===== src/rtl/ksa_pipe_stream.sv =====
// Streaming Kogge-Stone add/sub, registered every REG_EVERY prefix levels, valid/ready on both sides.
// Optional: define KSA_PIPE_SAT_EN to clamp signed-overflowing results (out_sat flags the clamp).
module ksa_pipe_stream #(
  parameter int BITS      = 64,
  parameter int LEVELS    = 6,
  parameter int REG_EVERY = 2,
  parameter int TAG_W     = 4
) (
  input  logic             clk,
  input  logic             rst_n,
  input  logic             in_valid,
  output logic             in_ready,
  input  logic [BITS-1:0]  in_a,
  input  logic [BITS-1:0]  in_b,
  input  logic             in_c,
  input  logic             in_sub,
  input  logic [TAG_W-1:0] in_tag,
  output logic             out_valid,
  input  logic             out_ready,
  output logic [BITS-1:0]  out_sum,
  output logic             out_cout,
  output logic             out_ovf,
  output logic             out_sat,
  output logic [TAG_W-1:0] out_tag
);
  localparam int NG = (LEVELS + REG_EVERY - 1) / REG_EVERY;
  localparam int NS = 1 + NG;

  // pb is the bit-level propagate kept for the final xor; g/p are group prefixes
  typedef struct packed {
    logic [BITS-1:0]  pb;
    logic [BITS-1:0]  g;
    logic [BITS-1:0]  p;
    logic             cin;
    logic             amsb;
    logic             bmsb;
    logic [TAG_W-1:0] tag;
  } pg_t;

  typedef struct packed {
    logic [BITS-1:0]  sum;
    logic             cout;
    logic             ovf;
    logic             sat;
    logic [TAG_W-1:0] tag;
  } res_t;

  function automatic logic [2*BITS-1:0] lvl(input logic [BITS-1:0] g, input logic [BITS-1:0] p,
                                             input int d);
    logic [BITS-1:0] keep;
    keep = ~({BITS{1'b1}} << d);
    return {g | (p & (g << d)), p & ((p << d) | keep)};
  endfunction

  function automatic pg_t prefix(input pg_t x, input int grp);
    pg_t y;
    y = x;
    for (int l = 0; l < LEVELS; l++)
      if (l / REG_EVERY == grp) {y.g, y.p} = lvl(y.g, y.p, 1 << l);
    return y;
  endfunction

  function automatic res_t finish(input pg_t x);
    logic [BITS-1:0] g, p, sum;
    res_t r;
    g = x.g;
    p = x.p;
    for (int l = 0; l < LEVELS; l++)
      if (l / REG_EVERY == NG - 1) {g, p} = lvl(g, p, 1 << l);
    sum    = x.pb ^ {g[BITS-2:0], x.cin};
    r.cout = g[BITS-1];
    r.ovf  = (x.amsb == x.bmsb) && (sum[BITS-1] != x.amsb);
    r.sat  = 1'b0;
    r.tag  = x.tag;
`ifdef KSA_PIPE_SAT_EN
    if (r.ovf) begin
      sum   = {x.amsb, {(BITS-1){~x.amsb}}};
      r.sat = 1'b1;
    end
`endif
    r.sum = sum;
    return r;
  endfunction

  logic [NS-1:0]   vld_pipe, vld_nxt, adv, ld;
  logic            room;
  logic [BITS-1:0] beff;
  logic            cin_eff;
  pg_t             stg_q [NS-1];
  pg_t             stg_d [NS-1];
  res_t            res_q, res_d;

  assign beff    = in_sub ? ~in_b : in_b;
  assign cin_eff = in_sub ^ in_c;

  // carry-in is folded into bit 0's generate so the prefix tree yields carries directly
  always_comb begin
    stg_d[0].pb   = in_a ^ beff;
    stg_d[0].p    = in_a ^ beff;
    stg_d[0].g    = (in_a & beff) | {{(BITS-1){1'b0}}, (in_a[0] ^ beff[0]) & cin_eff};
    stg_d[0].cin  = cin_eff;
    stg_d[0].amsb = in_a[BITS-1];
    stg_d[0].bmsb = beff[BITS-1];
    stg_d[0].tag  = in_tag;
    for (int s = 1; s < NS - 1; s++) stg_d[s] = prefix(stg_q[s-1], s - 1);
    res_d = finish(stg_q[NS-2]);
  end

  // room walks back from the output: a stage may load when downstream is empty or leaving
  always_comb begin
    room = out_ready;
    adv  = '0;
    for (int k = NS - 1; k >= 0; k--) begin
      adv[k] = vld_pipe[k] & room;
      room   = ~vld_pipe[k] | adv[k];
    end
    in_ready = room;
    ld       = {adv[NS-2:0], in_valid & room};
    vld_nxt  = ld | (vld_pipe & ~adv);
  end

  always_ff @(posedge clk or negedge rst_n) begin
    if (!rst_n) begin
      vld_pipe <= '0;
      res_q    <= '0;
      for (int s = 0; s < NS - 1; s++) stg_q[s] <= '0;
    end else begin
      vld_pipe <= vld_nxt;
      for (int s = 0; s < NS - 1; s++)
        if (ld[s]) stg_q[s] <= stg_d[s];
      if (ld[NS-1]) res_q <= res_d;
    end
  end

  assign out_valid = vld_pipe[NS-1];
  assign out_sum   = res_q.sum;
  assign out_cout  = res_q.cout;
  assign out_ovf   = res_q.ovf;
  assign out_sat   = res_q.sat;
  assign out_tag   = res_q.tag;
endmodule

===== config.mk =====
export PLATFORM = sky130hd
export DESIGN_NAME = ksa_pipe_stream
export DESIGN_NICKNAME = d
export VERILOG_FILES = /design/src/rtl/ksa_pipe_stream.sv
export SDC_FILE = /design/constraint.sdc
export NUM_CORES = 1
export LEC_CHECK = 0
export BUFFER_PORTS_ARGS = -buffer_cell sky130_fd_sc_hd__buf_2
export CAP_MARGIN = 20
export CORE_MARGIN = 1
export CORE_UTILIZATION = 29
export CTS_CLUSTER_SIZE = 28
export DETAILED_ROUTE_END_ITERATION = 12
export PLACE_DENSITY = 0.44
export SLEW_MARGIN = 15
export SYNTH_ARGS = -nofsm -noshare
export SYNTH_HDL_FRONTEND = slang
export SYNTH_SLANG_ARGS = --single-unit

===== constraint.sdc =====
create_clock -name clk -period 2.6 [get_ports clk]
set_clock_uncertainty 0.2 [all_clocks]
set_input_delay 0.13 -clock clk [delete_from_list [all_inputs] [get_ports clk]]
set_output_delay 0.13 -clock clk [all_outputs]
set_load 0.01 [all_outputs]

==> impl_table.tex, run 1 <==
\begin{tabular}{lr}
\hline
Metric & Value \\
\hline
\multicolumn{2}{l}{\textbf{Setup path}} \\
\quad Worst r2r path cells & 5 \\
\quad Kind of end point of the critical path & primary output \\
\quad Critical path startpoint category & flip-flop \\
\quad Biggest cell delay along the critical path & about 0.46 ns \\
\quad Capture instance of the worst register-to-register path & stg\_q[509] \\
\quad R2r startpoint & vld\_pipe[2] \\
\quad Flop2flop setup slack & a little under 0.4 ns \\
\quad Maximum fanout encountered on the critical timing path & 5 \\
\quad Crit path cell chain & nand4b\_2 > or2\_2 > buf\_2 \\
\quad Required time reported for the critical path endpoint & about 2.3 ns \\
\quad Slowest-stage cell, CP & sky130\_fd\_sc\_hd\_\_dfrtp\_1 \\
\quad Worst endpoint data arrival time & 1.89 ns \\
\quad Start-to-end type of the worst setup path & reg2out \\
\multicolumn{2}{l}{\textbf{Pwr}} \\
\quad Lkg Pwr & about 16 nW \\
\quad PwrDens & 989 nW/um\^{}2 \\
\quad Worst ir drop on vdd & a little over 0.4 mV \\
\quad Post-layout total power & 33.0 mW \\
\multicolumn{2}{l}{\textbf{Global routing}} \\
\quad Global routing met2 resource utilization & between 20\% and 30\% \\
\quad Antenna violations before repair & 1 \\
\quad Global-route wire length before repair & approximately 130000 um \\
\quad Grt ovf & 0 \\
\quad Met1 layer usage reported by global route & 24.1\% \\
\quad Overall track demand over capacity in global routing & 17.4\% \\
\quad Vias in the first global route & approximately 21000 \\
\quad Largest net degree at the start of global routing & 82 \\
\quad Busiest layer in global routing & met2 \\
\quad Met3 demand-to-capacity share in global routing & about 2.6\% \\
\multicolumn{2}{l}{\textbf{Clock tree}} \\
\quad Root Driver & sky130\_fd\_sc\_hd\_\_clkbuf\_16 \\
\quad Total clock sinks & between 500 and 600 \\
\quad Clock transition at the registers of the reported paths & 0.06 ns \\
\quad CTS Buf Count & 67 \\
\quad Number of instances resized during post-cts repair & 0 \\
\quad Clock tree from TritonCTS & done \\
\quad H-Tree Depth & 3 \\
\quad Clock latency reported for the late side of the worst-skew pair & 0.61 ns \\
\quad Buffers from clock root to sink, at most & 3 \\
\multicolumn{2}{l}{\textbf{Cells and area}} \\
\quad Area growth syn-to-layout & 25.7\% \\
\quad Number of antenna diodes & 0 \\
\quad Final core utilization & about 37\% \\
\quad Number of nets in the final layout & between 3000 and 4000 \\
\quad Ratio of cells with drive above 1 in the final layout & a little over a fifth \\
\quad Number of inserted filler cells in the final layout & roughly 9000 \\
\quad Area of combinational cells with multiple inputs & approximately 11000 sq um \\
\quad Register area & 14700 sq um \\
\multicolumn{2}{l}{\textbf{Timing}} \\
\quad Relative max-transition margin & between 60\% and 70\% \\
\quad Finish-stage setup viols & 0 \\
\quad Hold violation count in the final report & 0 \\
\quad Final cycle utilization of the critical path & a little under nine tenths \\
\quad RSZ-0062 raised after global routing & no \\
\quad Setup TNS & 0 ns \\
\quad Count of final max-slew check failures & 0 \\
\quad Fmax & 0.451 GHz \\
\quad Final critical path time including I/O delays and setup & approximately 2.2 ns \\
\quad Transition time at the pin with the least slew margin & approximately 0.56 ns \\
\multicolumn{2}{l}{\textbf{Run}} \\
\quad Max-cap violations & 0 \\
\multicolumn{2}{l}{\textbf{Min path}} \\
\quad Path class of the lowest-slack min-delay path & in2reg \\
\quad Number of cells on the worst hold path & 3 \\
\quad Hold path startpoint & in\_tag[3] \\
\quad Worst-case hold path end point & stg\_d[202] \\
\multicolumn{2}{l}{\textbf{Yosys}} \\
\quad Cell Area, Synth & 26500 sq um \\
\quad Avg Synthesized Cell Area & between 10 and 15 sq um \\
\quad Number of flops mapped to enable cells by yosys & 0 \\
\quad Top cell types by occurrence after synthesis & sky130\_fd\_sc\_hd\_\_dfrtp\_1 (587), sky130\_fd\_sc\_hd\_\_nand2\_1 (507), sky130\_fd\_sc\_hd\_\_mux2\_2 (217) \\
\quad Most frequent cell after synthesis & sky130\_fd\_sc\_hd\_\_dfrtp\_1 \\
\quad Fraction of synthesis flops using an asynchronous set or reset pin & between 90\% and 100\% \\
\quad Synth top area cells & sky130\_fd\_sc\_hd\_\_dfrtp\_1 (55\%), sky130\_fd\_sc\_hd\_\_mux2\_2 (9.2\%), sky130\_fd\_sc\_hd\_\_nand2\_1 (7.2\%) \\
\quad Synth Net Count & $\sim$2600 \\
\quad Synth Warn \# & 0 \\
\quad Flop and latch count out of synthesis & roughly 590 \\
\quad Distinct cell type count of the synthesized netlist & 39 \\
\quad Synth top area share & roughly 55\% \\
\quad Number of instances in the synthesized netlist & 2430 \\
\quad Leading area contributor after synthesis & sky130\_fd\_sc\_hd\_\_dfrtp\_1 \\
\quad Portion of the post-synthesis area used by sequential elements & between 50\% and 60\% \\
\quad Most used DFF post-synth & sky130\_fd\_sc\_hd\_\_dfrtp\_1 \\
\multicolumn{2}{l}{\textbf{Routing}} \\
\quad DR pass1 iterations & 5 \\
\quad Post-route DRC & 0 \\
\quad Wire length per cell & between 15 and 20 um \\
\quad DRC marker count from the first detailed-route iteration & 1306 \\
\quad Post-route ant nets & 0 \\
\quad WL final & 79300 um \\
\quad Via count normalized by instance count & $\sim$4.8 \\
\quad Via count of the routed design & about 20000 \\
\multicolumn{2}{l}{\textbf{Die}} \\
\quad Die X-Extent & 304 um \\
\quad I/O pin count & 211 \\
\quad Die extent in y & slightly above 300 um \\
\quad Number of rows created at floorplan & 110 \\
\quad Core area & about 90000 sq um \\
\quad Full die area & between 90000 and 100000 sq um \\
\quad Effective utilization at floorplan & 29.4\% \\
\multicolumn{2}{l}{\textbf{Placement}} \\
\quad Number of port buffers & 209 \\
\quad Final estimated routing congestion in global placement & between 0.8 and 0.9 \\
\quad Final HPWL from detailed placement & between 50000 and 60000 um \\
\multicolumn{2}{l}{\textbf{Status}} \\
\quad Result of the run & complete, no violations \\
\hline
\end{tabular}
-- registers in the layout, summed over array words and instances, names as in the netlist --
register and count:
out_tag 4, stg_d 141, vld_pipe 4, out_sum 64
out_ovf 1, res_d 4, stg_q 368, out_cout 1
-- kinds of logic (layout without fill, tap and decap cells) --
| logic type | after synthesis | after routing | synth area share, % |
|---|---|---|---|
| compound gates | 564 | 564 | 12.8 |
| other cells | 1 | 1 | 0.0141 |
| mux | 269 | 269 | 11.4 |
| xor+xnor | 114 | 114 | 3.77 |
| buf+inv | 183 | 627 | 3.41 |
| fa+ha+maj | 64 | 64 | 3.02 |
| simple gates | 648 | 648 | 10.2 |
| flops | 587 | 587 | 55.4 |
-- final cells by class --
class,count,area share [%]
clock buffer,100,6.02
clock inverter,15,0.387
tap,1176,4.42
multi-input combinational,1660,32.9
timing repair buffer,483,11.9
inverter,29,0.327
sequential,587,44.1
-- stage by stage --
step / cell area, sq um / cells / setup slack, ns / hold WS, ns
3_3_place_gp: 29200 / 3734 / 0.438 / -0.00419
3_5_place_dp: 29200 / 3734 / 0.396 / -0.00705
4_1_cts: 33300 / 4050 / 0.334 / 0.0836
5_1_grt: 33300 / 4050 / 0.263 / 0.124
2_1_floorplan: 26500 / 2430 / 0.815 / -0.366
6_report: 33300 / 4050 / 0.383 / 0.127
-- power by group --
group	internal [mW]	switching (mW)
logic	4.02	4.50
clock network	5.51	3.83
registers	12.0	3.14
total	21.5	11.5
-- repair_timing --
action	in CTS	in global routing
buffers inserted	0	0
endpoints found under the setup margin	0	0
endpoints found under the hold margin	726	0
hold buffers	201	0
-- metal layers --
metal / part of all wire (%) / wire (um)
met3: 4.1 / 3220
met1: 47 / 37400
met5: 0 / 0
met4: 2.2 / 1750
met2: 47 / 37000
-- worst max-delay path by stage --
stage                      from         end  slack [ns]  cells past startpoint
floorplan           vld_pipe[2]  stg_d[364]        0.82                      6
global placement    vld_pipe[2]  stg_q[509]        0.44                      5
detailed placement  vld_pipe[2]  stg_q[509]        0.40                      5
CTS                 vld_pipe[2]    in_ready        0.33                      3
global route        vld_pipe[2]  stg_d[372]        0.26                      5
finish              vld_pipe[2]    in_ready        0.38                      3
-- critical path: cells and delay by family, from the launching register on --
kind / cells / cell delay (ns)
DFF: 1 / 0.46
and+or+nand+nor: 2 / 0.66
buffers and inverters: 1 / 0.15
-- placed cells by master, fill, tap and decap left out, types with 2 or more instances in the layout --
master	count
sky130_fd_sc_hd__or4_1	14
sky130_fd_sc_hd__mux2_1	38
sky130_fd_sc_hd__mux2i_1	14
sky130_fd_sc_hd__xor2_1	80
sky130_fd_sc_hd__clkbuf_8	12
sky130_fd_sc_hd__inv_1	29
sky130_fd_sc_hd__clkbuf_1	17
sky130_fd_sc_hd__xnor2_1	34
sky130_fd_sc_hd__buf_4	48
sky130_fd_sc_hd__or2_2	2
sky130_fd_sc_hd__o2111ai_1	14
sky130_fd_sc_hd__clkbuf_16	71
sky130_fd_sc_hd__clkinv_2	12
sky130_fd_sc_hd__dfrtp_1	587
sky130_fd_sc_hd__a21oi_1	128
sky130_fd_sc_hd__and3_1	2
sky130_fd_sc_hd__a21o_1	134
sky130_fd_sc_hd__nand4_1	61
sky130_fd_sc_hd__bufinv_16	2
sky130_fd_sc_hd__buf_12	26
sky130_fd_sc_hd__nand2b_1	2
sky130_fd_sc_hd__a211oi_1	15
sky130_fd_sc_hd__nand2_1	506
sky130_fd_sc_hd__buf_2	207
sky130_fd_sc_hd__a31oi_1	7
sky130_fd_sc_hd__mux2_2	217
sky130_fd_sc_hd__nor2_1	35
sky130_fd_sc_hd__nand3_1	18
sky130_fd_sc_hd__ha_1	64
sky130_fd_sc_hd__o31ai_1	48
sky130_fd_sc_hd__dlygate4sd3_1	200
sky130_fd_sc_hd__o21ai_0	214
No activity file was read; power rests on OpenSTA's default activity.
==> inputs of run 2 (changes only) <==
--- a/config.mk
+++ b/config.mk
@@ -5,13 +5,13 @@
 export SDC_FILE = /design/constraint.sdc
 export NUM_CORES = 1
 export LEC_CHECK = 0
-export BUFFER_PORTS_ARGS = -buffer_cell sky130_fd_sc_hd__buf_2
 export CAP_MARGIN = 20
 export CORE_MARGIN = 1
-export CORE_UTILIZATION = 29
+export CORE_UTILIZATION = 35
 export CTS_CLUSTER_SIZE = 28
 export DETAILED_ROUTE_END_ITERATION = 12
-export PLACE_DENSITY = 0.44
+export DONT_BUFFER_PORTS = 1
+export PLACE_DENSITY = 0.48
 export SLEW_MARGIN = 15
 export SYNTH_ARGS = -nofsm -noshare
 export SYNTH_HDL_FRONTEND = slang
==> run 2 against run 1 <==
  * The flow now finishes with violations (negative hold slack)
  * Cell area decreased by 2.2%
  * Register-to-register slack got worse by 0.21 ns
  * Setup slack got worse by 0.21 ns
  * Utilization increased by 6.7 points
  * Clock power increased by 3.9%
  * Fmax decreased by 8.5%
  * Worst hold slack got worse by 1.1 ns
  * Combinational power decreased by 11%
  * Wire length decreased by 6.3%
  * Global-route usage increased by 2.3 points
  * Sequential power about the same
  * Die area decreased by 17%
  * Critical endpoint is now stg_d[348]
  * Largest power group unchanged
==> impl_table.tex, run 2 (synthesis gave the netlist of run 1 again) <==
\begin{tabular}{lr}
\hline
Metric & Value \\
\hline
\multicolumn{2}{l}{\textbf{Status}} \\
\quad Result of the run & finished with violations \\
\quad Violations in the final reports & negative hold slack \\
\multicolumn{2}{l}{\textbf{Cells and area}} \\
\quad Commonest cells after routing, fill and taps aside & sky130\_fd\_sc\_hd\_\_dfrtp\_1 (587), sky130\_fd\_sc\_hd\_\_nand2\_1 (506), sky130\_fd\_sc\_hd\_\_dlygate4sd3\_1 (266) \\
\quad Register area & 14700 sq um (unchanged) \\
\quad Number of nets in the final layout & 2869 (-5.3\%) \\
\quad Number of inserted filler cells in the final layout & 7032 (-22\%) \\
\quad Flip-flop count of the largest register after layout & 368 (unchanged) \\
\quad Ratio of cells with drive above 1 in the final layout & 14.1\% (-7.0 points) \\
\quad Area growth syn-to-layout & 22.9\% \\
\quad Area of combinational cells with multiple inputs & 11000 sq um (unchanged) \\
\quad Post-route standard cell area excluding fillers & 32600 sq um (-2.2\%) \\
\quad Most common library cell in the layout ignoring fill and taps & sky130\_fd\_sc\_hd\_\_dfrtp\_1 \\
\quad Number of antenna diodes & 0 (unchanged) \\
\quad Most flops, register & stg\_q \\
\multicolumn{2}{l}{\textbf{Setup path}} \\
\quad Worst r2r path cells & 5 (unchanged) \\
\quad R2r startpoint & vld\_pipe[2] \\
\quad Flop2flop setup slack & 0.18 ns (-0.21 ns) \\
\quad Required time reported for the critical path endpoint & 2.89 ns (+0.62 ns) \\
\quad Maximum fanout encountered on the critical timing path & 10 (+5) \\
\quad Worst endpoint data arrival time & 2.71 ns (+0.82 ns) \\
\quad Kind of end point of the critical path & flip-flop \\
\quad Start-to-end type of the worst setup path & reg2reg \\
\quad Capture instance of the worst register-to-register path & stg\_d[348] \\
\quad Critical path startpoint category & flip-flop \\
\multicolumn{2}{l}{\textbf{Routing}} \\
\quad Post-route ant nets & 0 (unchanged) \\
\quad Via count of the routed design & 18783 (-3.8\%) \\
\quad Via count normalized by instance count & 5.10 (+5.8\%) \\
\quad DR pass1 iterations & 5 (unchanged) \\
\quad Wire length per cell & 20.2 um (+3.0\%) \\
\quad Post-route DRC & 0 (unchanged) \\
\quad DRC marker count from the first detailed-route iteration & 1117 (-14\%) \\
\quad WL final & 74300 um (-6.3\%) \\
\multicolumn{2}{l}{\textbf{Pwr}} \\
\quad PwrDens & 1010 nW/um\^{}2 (+1.6\%) \\
\quad Post-layout total power & 32.7 mW (-0.66\%) \\
\quad Worst ir drop on vdd & 0.458 mV (+11\%) \\
\quad Lkg Pwr & 15.0 nW (-4.2\%) \\
\multicolumn{2}{l}{\textbf{Global routing}} \\
\quad Largest net degree at the start of global routing & 588 (+620\%) \\
\quad Global-route wire length before repair & 117000 um (-7.0\%) \\
\quad Grt ovf & 0 (unchanged) \\
\quad Antenna violations before repair & 1 (unchanged) \\
\quad Vias in the first global route & 19243 (-6.6\%) \\
\quad Overall track demand over capacity in global routing & 19.6\% (+2.3 points) \\
\multicolumn{2}{l}{\textbf{Clock tree}} \\
\quad Clock tree from TritonCTS & done \\
\quad Total clock sinks & 587 (unchanged) \\
\quad Buffer count from post-CTS setup fixing & 0 (unchanged) \\
\quad Number of instances resized during post-cts repair & 0 (unchanged) \\
\quad Clock latency reported for the late side of the worst-skew pair & 0.61 ns (about the same) \\
\quad Clock transition at the registers of the reported paths & 0.06 ns (about the same) \\
\quad H-Tree Depth & 3 (unchanged) \\
\quad Cts-stage hold buffer count & 266 (+32\%) \\
\quad CTS Buf Count & 68 (+1.5\%) \\
\quad Buffers from clock root to sink, at most & 3 (unchanged) \\
\quad Root Driver & sky130\_fd\_sc\_hd\_\_clkbuf\_16 \\
\multicolumn{2}{l}{\textbf{Placement}} \\
\quad Placed cell area & 27600 sq um (-5.4\%) \\
\quad Number of port buffers & 0 (-100\%) \\
\quad Final estimated routing congestion in global placement & 0.836 (+4.4\%) \\
\quad Final HPWL from detailed placement & 51000 um (-10\%) \\
\quad Post-place setup slack & 0.426 ns (+0.0299 ns) \\
\multicolumn{2}{l}{\textbf{Timing}} \\
\quad Finish-stage setup viols & 0 (unchanged) \\
\quad Worst hold slack & -0.957 ns (-1.08 ns) \\
\quad Count of final max-slew check failures & 0 (unchanged) \\
\quad Hold violation count in the final report & 276 (+276) \\
\quad Setup TNS & 0 ns (unchanged) \\
\quad Fmax & 0.413 GHz (-8.5\%) \\
\quad RSZ-0062 raised after global routing & no \\
\quad Final cycle utilization of the critical path & 93.2\% (+8.0 points) \\
\quad Transition time at the pin with the least slew margin & 0.853 ns (+0.295 ns) \\
\quad Final WS setup & 0.176 ns (-0.207 ns) \\
\quad Final critical path time including I/O delays and setup & 2.42 ns (+0.207 ns) \\
\quad Relative max-transition margin & 43.1\% (-20 points) \\
\multicolumn{2}{l}{\textbf{Die}} \\
\quad Effective utilization at floorplan & 35.5\% (+6.1 points) \\
\quad Die X-Extent & 277 um (-8.9\%) \\
\quad Full die area & 76800 sq um (-17\%) \\
\quad Die extent in y & 277 um (-8.9\%) \\
\quad I/O pin count & 211 (unchanged) \\
\quad Core area & 74700 sq um (-17\%) \\
\quad Number of rows created at floorplan & 100 (-9.1\%) \\
\multicolumn{2}{l}{\textbf{Min path}} \\
\quad Path class of the lowest-slack min-delay path & in2async \\
\multicolumn{2}{l}{\textbf{Run}} \\
\quad Max-cap violations & 0 (unchanged) \\
\hline
\end{tabular}
[run 2: worst max path at each step]
stage                     cells past startpoint   startpoint  slack (ns)          to
after floorplan                               6  vld_pipe[2]        0.82  stg_d[364]
after global placement                        5  vld_pipe[3]        0.47  stg_d[373]
after detailed placement                      4  vld_pipe[2]        0.43  stg_d[167]
after CTS                                     5  vld_pipe[2]        0.18  stg_d[348]
after global routing                          5  vld_pipe[2]        0.08  stg_d[348]
final                                         5  vld_pipe[2]        0.18  stg_d[348]
[run 2: power by group]
group / switching [mW] / internal, mW / leakage, nW
Combinational: 3.90 / 3.70 / 6.58
Clock: 3.85 / 5.85 / 1.11
Sequential: 3.48 / 12.0 / 7.31
[run 2: cell type report]
| cell class | instances | area share [%] |
|---|---|---|
| multi-input combinational | 1660 | 33.6 |
| tap | 969 | 3.72 |
| timing repair buffer | 321 | 10.3 |
| clock inverter | 14 | 0.622 |
| clock buffer | 103 | 6.32 |
| inverter | 29 | 0.334 |
| sequential | 587 | 45.1 |
[run 2: per-stage QoR]
stage,hold WS (ns),cells,utilization (%)
floorplan,-0.366,2430,-
global placement,-0.319,3297,36.9
CTS,-0.973,3680,43.5
global route,-0.987,3683,43.6
finish,-0.957,3683,43.6
detailed placement,-0.321,3297,36.9
[run 2: routing by layer]
metal | track usage [%] | up-vias | part of all wire, %
met1 | 27.4 | 9413 | 47
met5 | 0 | - | 0
li1 | - | 8929 | -
met3 | 3.33 | 85 | 4.3
met2 | 31.1 | 356 | 46
met4 | 5.85 | 0 | 2.1
[run 2: worst max-delay path, cell delays in order, from the launching register on]
cell and delay [ns]:
sky130_fd_sc_hd__dfrtp_1 0.46, sky130_fd_sc_hd__nand4b_2 0.28, sky130_fd_sc_hd__o21ai_4 0.29, sky130_fd_sc_hd__buf_12 0.18, sky130_fd_sc_hd__mux2_1 0.32, sky130_fd_sc_hd__dlygate4sd3_1 0.55
==> inputs of run 3 (changes only) <==
--- a/config.mk
+++ b/config.mk
@@ -12,6 +12,7 @@
 export DETAILED_ROUTE_END_ITERATION = 12
 export DONT_BUFFER_PORTS = 1
 export PLACE_DENSITY = 0.48
+export REMOVE_ABC_BUFFERS = 1
 export SLEW_MARGIN = 15
 export SYNTH_ARGS = -nofsm -noshare
 export SYNTH_HDL_FRONTEND = slang
==> run 3 against run 2 <==
  * The flow finishes with violations (negative hold slack, max-slew violations)
  * Highest routed layer unchanged
  * Critical path type is now in2reg
  * Critical path depth up 1
  * Largest power group unchanged
  * Sequential share of layout area grew 0.29 points
  * Total power fell by 1.3%
  * Non-clock buffer count is 18 lower
  * Combinational power shrank 5.4%
==> impl_table.tex, run 3 (synthesis gave the netlist of run 1 again) <==
\begin{tabular}{lr}
\hline
Metric & Value \\
\hline
\multicolumn{2}{l}{\textbf{Clock tree}} \\
\quad Total clock sinks & 587 (unchanged) \\
\quad Clock transition at the registers of the reported paths & 0.06 ns (about the same) \\
\quad H-Tree Depth & 3 (unchanged) \\
\quad Clock tree from TritonCTS & done \\
\quad Root Driver & sky130\_fd\_sc\_hd\_\_clkbuf\_16 \\
\quad Number of instances resized during post-cts repair & 0 (unchanged) \\
\quad Cts-stage hold buffer count & 258 (-3.0\%) \\
\quad CTS Buf Count & 67 (-1.5\%) \\
\quad Buffer count from post-CTS setup fixing & 0 (unchanged) \\
\quad Buffers from clock root to sink, at most & 3 (unchanged) \\
\quad Clock latency reported for the late side of the worst-skew pair & 0.60 ns (about the same) \\
\multicolumn{2}{l}{\textbf{Timing}} \\
\quad Fmax & 0.429 GHz (+3.9\%) \\
\quad Worst hold slack & -0.908 ns (+0.0490 ns) \\
\quad Final critical path time including I/O delays and setup & 2.33 ns (-0.0916 ns) \\
\quad Hold violation count in the final report & 587 (+110\%) \\
\quad Relative max-transition margin & -123\% (-170 points) \\
\quad Count of final max-slew check failures & 461 (+461) \\
\quad RSZ-0062 raised after global routing & no \\
\quad Final cycle utilization of the critical path & 89.7\% (-3.5 points) \\
\quad Transition time at the pin with the least slew margin & 3.35 ns (+2.49 ns) \\
\quad Finish-stage setup viols & 0 (unchanged) \\
\multicolumn{2}{l}{\textbf{Pwr}} \\
\quad Worst ir drop on vdd & 0.447 mV (-2.4\%) \\
\quad Lkg Pwr & 14.9 nW (-0.65\%) \\
\quad Post-layout total power & 32.3 mW (-1.3\%) \\
\quad PwrDens & 999 nW/um\^{}2 (-0.62\%) \\
\multicolumn{2}{l}{\textbf{Placement}} \\
\quad Number of port buffers & 0 (unchanged) \\
\quad Total placed cells including tap cells & 3289 (-0.24\%) \\
\quad Final estimated routing congestion in global placement & 0.823 (-1.6\%) \\
\quad Final HPWL from detailed placement & 50400 um (-1.2\%) \\
\multicolumn{2}{l}{\textbf{Die}} \\
\quad Die X-Extent & 277 um (unchanged) \\
\quad Core area & 74700 sq um (unchanged) \\
\quad Die extent in y & 277 um (unchanged) \\
\quad Full die area & 76800 sq um (unchanged) \\
\quad Effective utilization at floorplan & 35.5\% (unchanged) \\
\quad I/O pin count & 211 (unchanged) \\
\quad Number of rows created at floorplan & 100 (unchanged) \\
\multicolumn{2}{l}{\textbf{Status}} \\
\quad Violations in the final reports & negative hold slack, max-slew violations \\
\quad Result of the run & finished with violations \\
\multicolumn{2}{l}{\textbf{Routing}} \\
\quad WL final & 74500 um (+0.22\%) \\
\quad Via count normalized by instance count & 5.10 (about the same) \\
\quad Via count of the routed design & 18706 (-0.41\%) \\
\quad DRC marker count from the first detailed-route iteration & 1190 (+6.5\%) \\
\quad Wire length per cell & 20.3 um (+0.71\%) \\
\quad Post-route ant nets & 0 (unchanged) \\
\quad Post-route DRC & 0 (unchanged) \\
\quad DR pass1 iterations & 5 (unchanged) \\
\multicolumn{2}{l}{\textbf{Setup path}} \\
\quad Crit path cell chain & dlygate4sd3\_1 > buf\_8 > xor2\_1 > ha\_1 > dlygate4sd3\_1 > mux2\_1 \\
\quad Maximum fanout encountered on the critical timing path & 60 (+50) \\
\quad Kind of end point of the critical path & flip-flop \\
\quad Critical Path Most Common Cell & sky130\_fd\_sc\_hd\_\_dlygate4sd3\_1 \\
\quad Critical path startpoint category & input port \\
\quad Biggest cell delay along the critical path & 0.86 ns (+0.31 ns) \\
\quad Slowest-stage cell, CP & sky130\_fd\_sc\_hd\_\_dlygate4sd3\_1 \\
\quad Buf/Inv on CP & 3 (+1) \\
\quad Start-to-end type of the worst setup path & in2reg \\
\quad Worst endpoint data arrival time & 2.60 ns (-0.11 ns) \\
\quad R2r startpoint & vld\_pipe[2] \\
\quad Family of cells with the greatest summed delay on the critical path & buffers and inverters \\
\quad Required time reported for the critical path endpoint & 2.87 ns (-0.02 ns) \\
\quad Launching element of the worst setup path & in\_sub \\
\multicolumn{2}{l}{\textbf{Min path}} \\
\quad Path class of the lowest-slack min-delay path & in2async \\
\multicolumn{2}{l}{\textbf{Cells and area}} \\
\quad Most common library cell in the layout ignoring fill and taps & sky130\_fd\_sc\_hd\_\_dfrtp\_1 \\
\quad Area growth syn-to-layout & 22.1\% \\
\quad Final core utilization & 43.3\% (-0.28 points) \\
\quad Ratio of cells with drive above 1 in the final layout & 14.0\% (-0.054 points) \\
\quad Number of inserted filler cells in the final layout & 6954 (-1.1\%) \\
\quad Most flops, register & stg\_q \\
\quad Non-filler instance count after layout & 3665 (-0.49\%) \\
\quad Register area & 14700 sq um (unchanged) \\
\quad Commonest cells after routing, fill and taps aside & sky130\_fd\_sc\_hd\_\_dfrtp\_1 (587), sky130\_fd\_sc\_hd\_\_nand2\_1 (506), sky130\_fd\_sc\_hd\_\_dlygate4sd3\_1 (258) \\
\quad Number of antenna diodes & 0 (unchanged) \\
\quad Number of nets in the final layout & 2850 (-0.66\%) \\
\quad Flip-flop count of the largest register after layout & 368 (unchanged) \\
\quad Area of combinational cells with multiple inputs & 11000 sq um (unchanged) \\
\multicolumn{2}{l}{\textbf{Run}} \\
\quad Max-cap violations & 0 (unchanged) \\
\multicolumn{2}{l}{\textbf{Global routing}} \\
\quad Antenna violations before repair & 1 (unchanged) \\
\quad Largest net degree at the start of global routing & 588 (unchanged) \\
\quad Overall track demand over capacity in global routing & 19.7\% (+0.089 points) \\
\quad Vias in the first global route & 19613 (+1.9\%) \\
\quad Global-route wire length before repair & 118000 um (+0.64\%) \\
\quad Grt ovf & 0 (unchanged) \\
\hline
\end{tabular}
-- run 3: changes by cell type in the layout (fill, tap and decap cells not counted), sizes merged --
cell / change
buf: -10
dlygate4sd3: -8
clkbuf: -7
clkinv: +3
bufinv: +2
clkinvlp: +2
-- run 3: worst paths after layout --
check	to	slack [ns]	cells after the start
max	stg_d[363]	0.27	6
max reg2reg	stg_q[498]	0.39	5
max in group asynchronous	stg_q[195]	0.52	0
min	out_sum[12]	-0.91	0
min in group clk	stg_d[201]	0.05	2
min reg2reg	stg_q[164]	0.26	2
-- run 3: worst register-to-register path: cells and delay by family, from the launching register on --
family,cells,cell delay (ns)
AO/OA/AOI/OAI,1,0.28
flip-flops,1,0.46
buffers and inverters,2,0.46
AND/OR/NAND/NOR,1,0.28
multiplexers,1,0.42
-- run 3: metrics by stage --
step           setup TNS, ns  setup WS, ns  instance area (sq um)
3_5_place_dp               0         0.393                  27500
2_1_floorplan       -1447.64         -5.15                  25700
5_1_grt                    0         0.241                  32400
4_1_cts                    0         0.109                  32300
6_report                   0         0.268                  32400
3_3_place_gp               0         0.428                  27500
-- run 3: layer usage --
layer	global-route usage (%)	share of wire (%)
met1	27.1	47
met5	0	0
met3	3.86	4.6
met2	31.7	47
met4	5.43	1.6
-- run 3: power breakdown --
part / total (mW) / internal, mW / switching [mW] / leakage [nW]
registers: 15.4 / 12.0 / 3.42 / 7.31
clock network: 9.76 / 5.93 / 3.83 / 1.12
logic: 7.19 / 3.59 / 3.60 / 6.47
total: 32.3 / 21.5 / 10.8 / 14.9
-- run 3: final cells by class --
class	instances	share of cell area [%]
multi-input cells	1660	33.8
flip-flops and latches	587	45.4
inverters	29	0.336
clock inverters	21	0.835
clock buffers	96	6.18
well taps	969	3.75
repair buffers	303	9.67
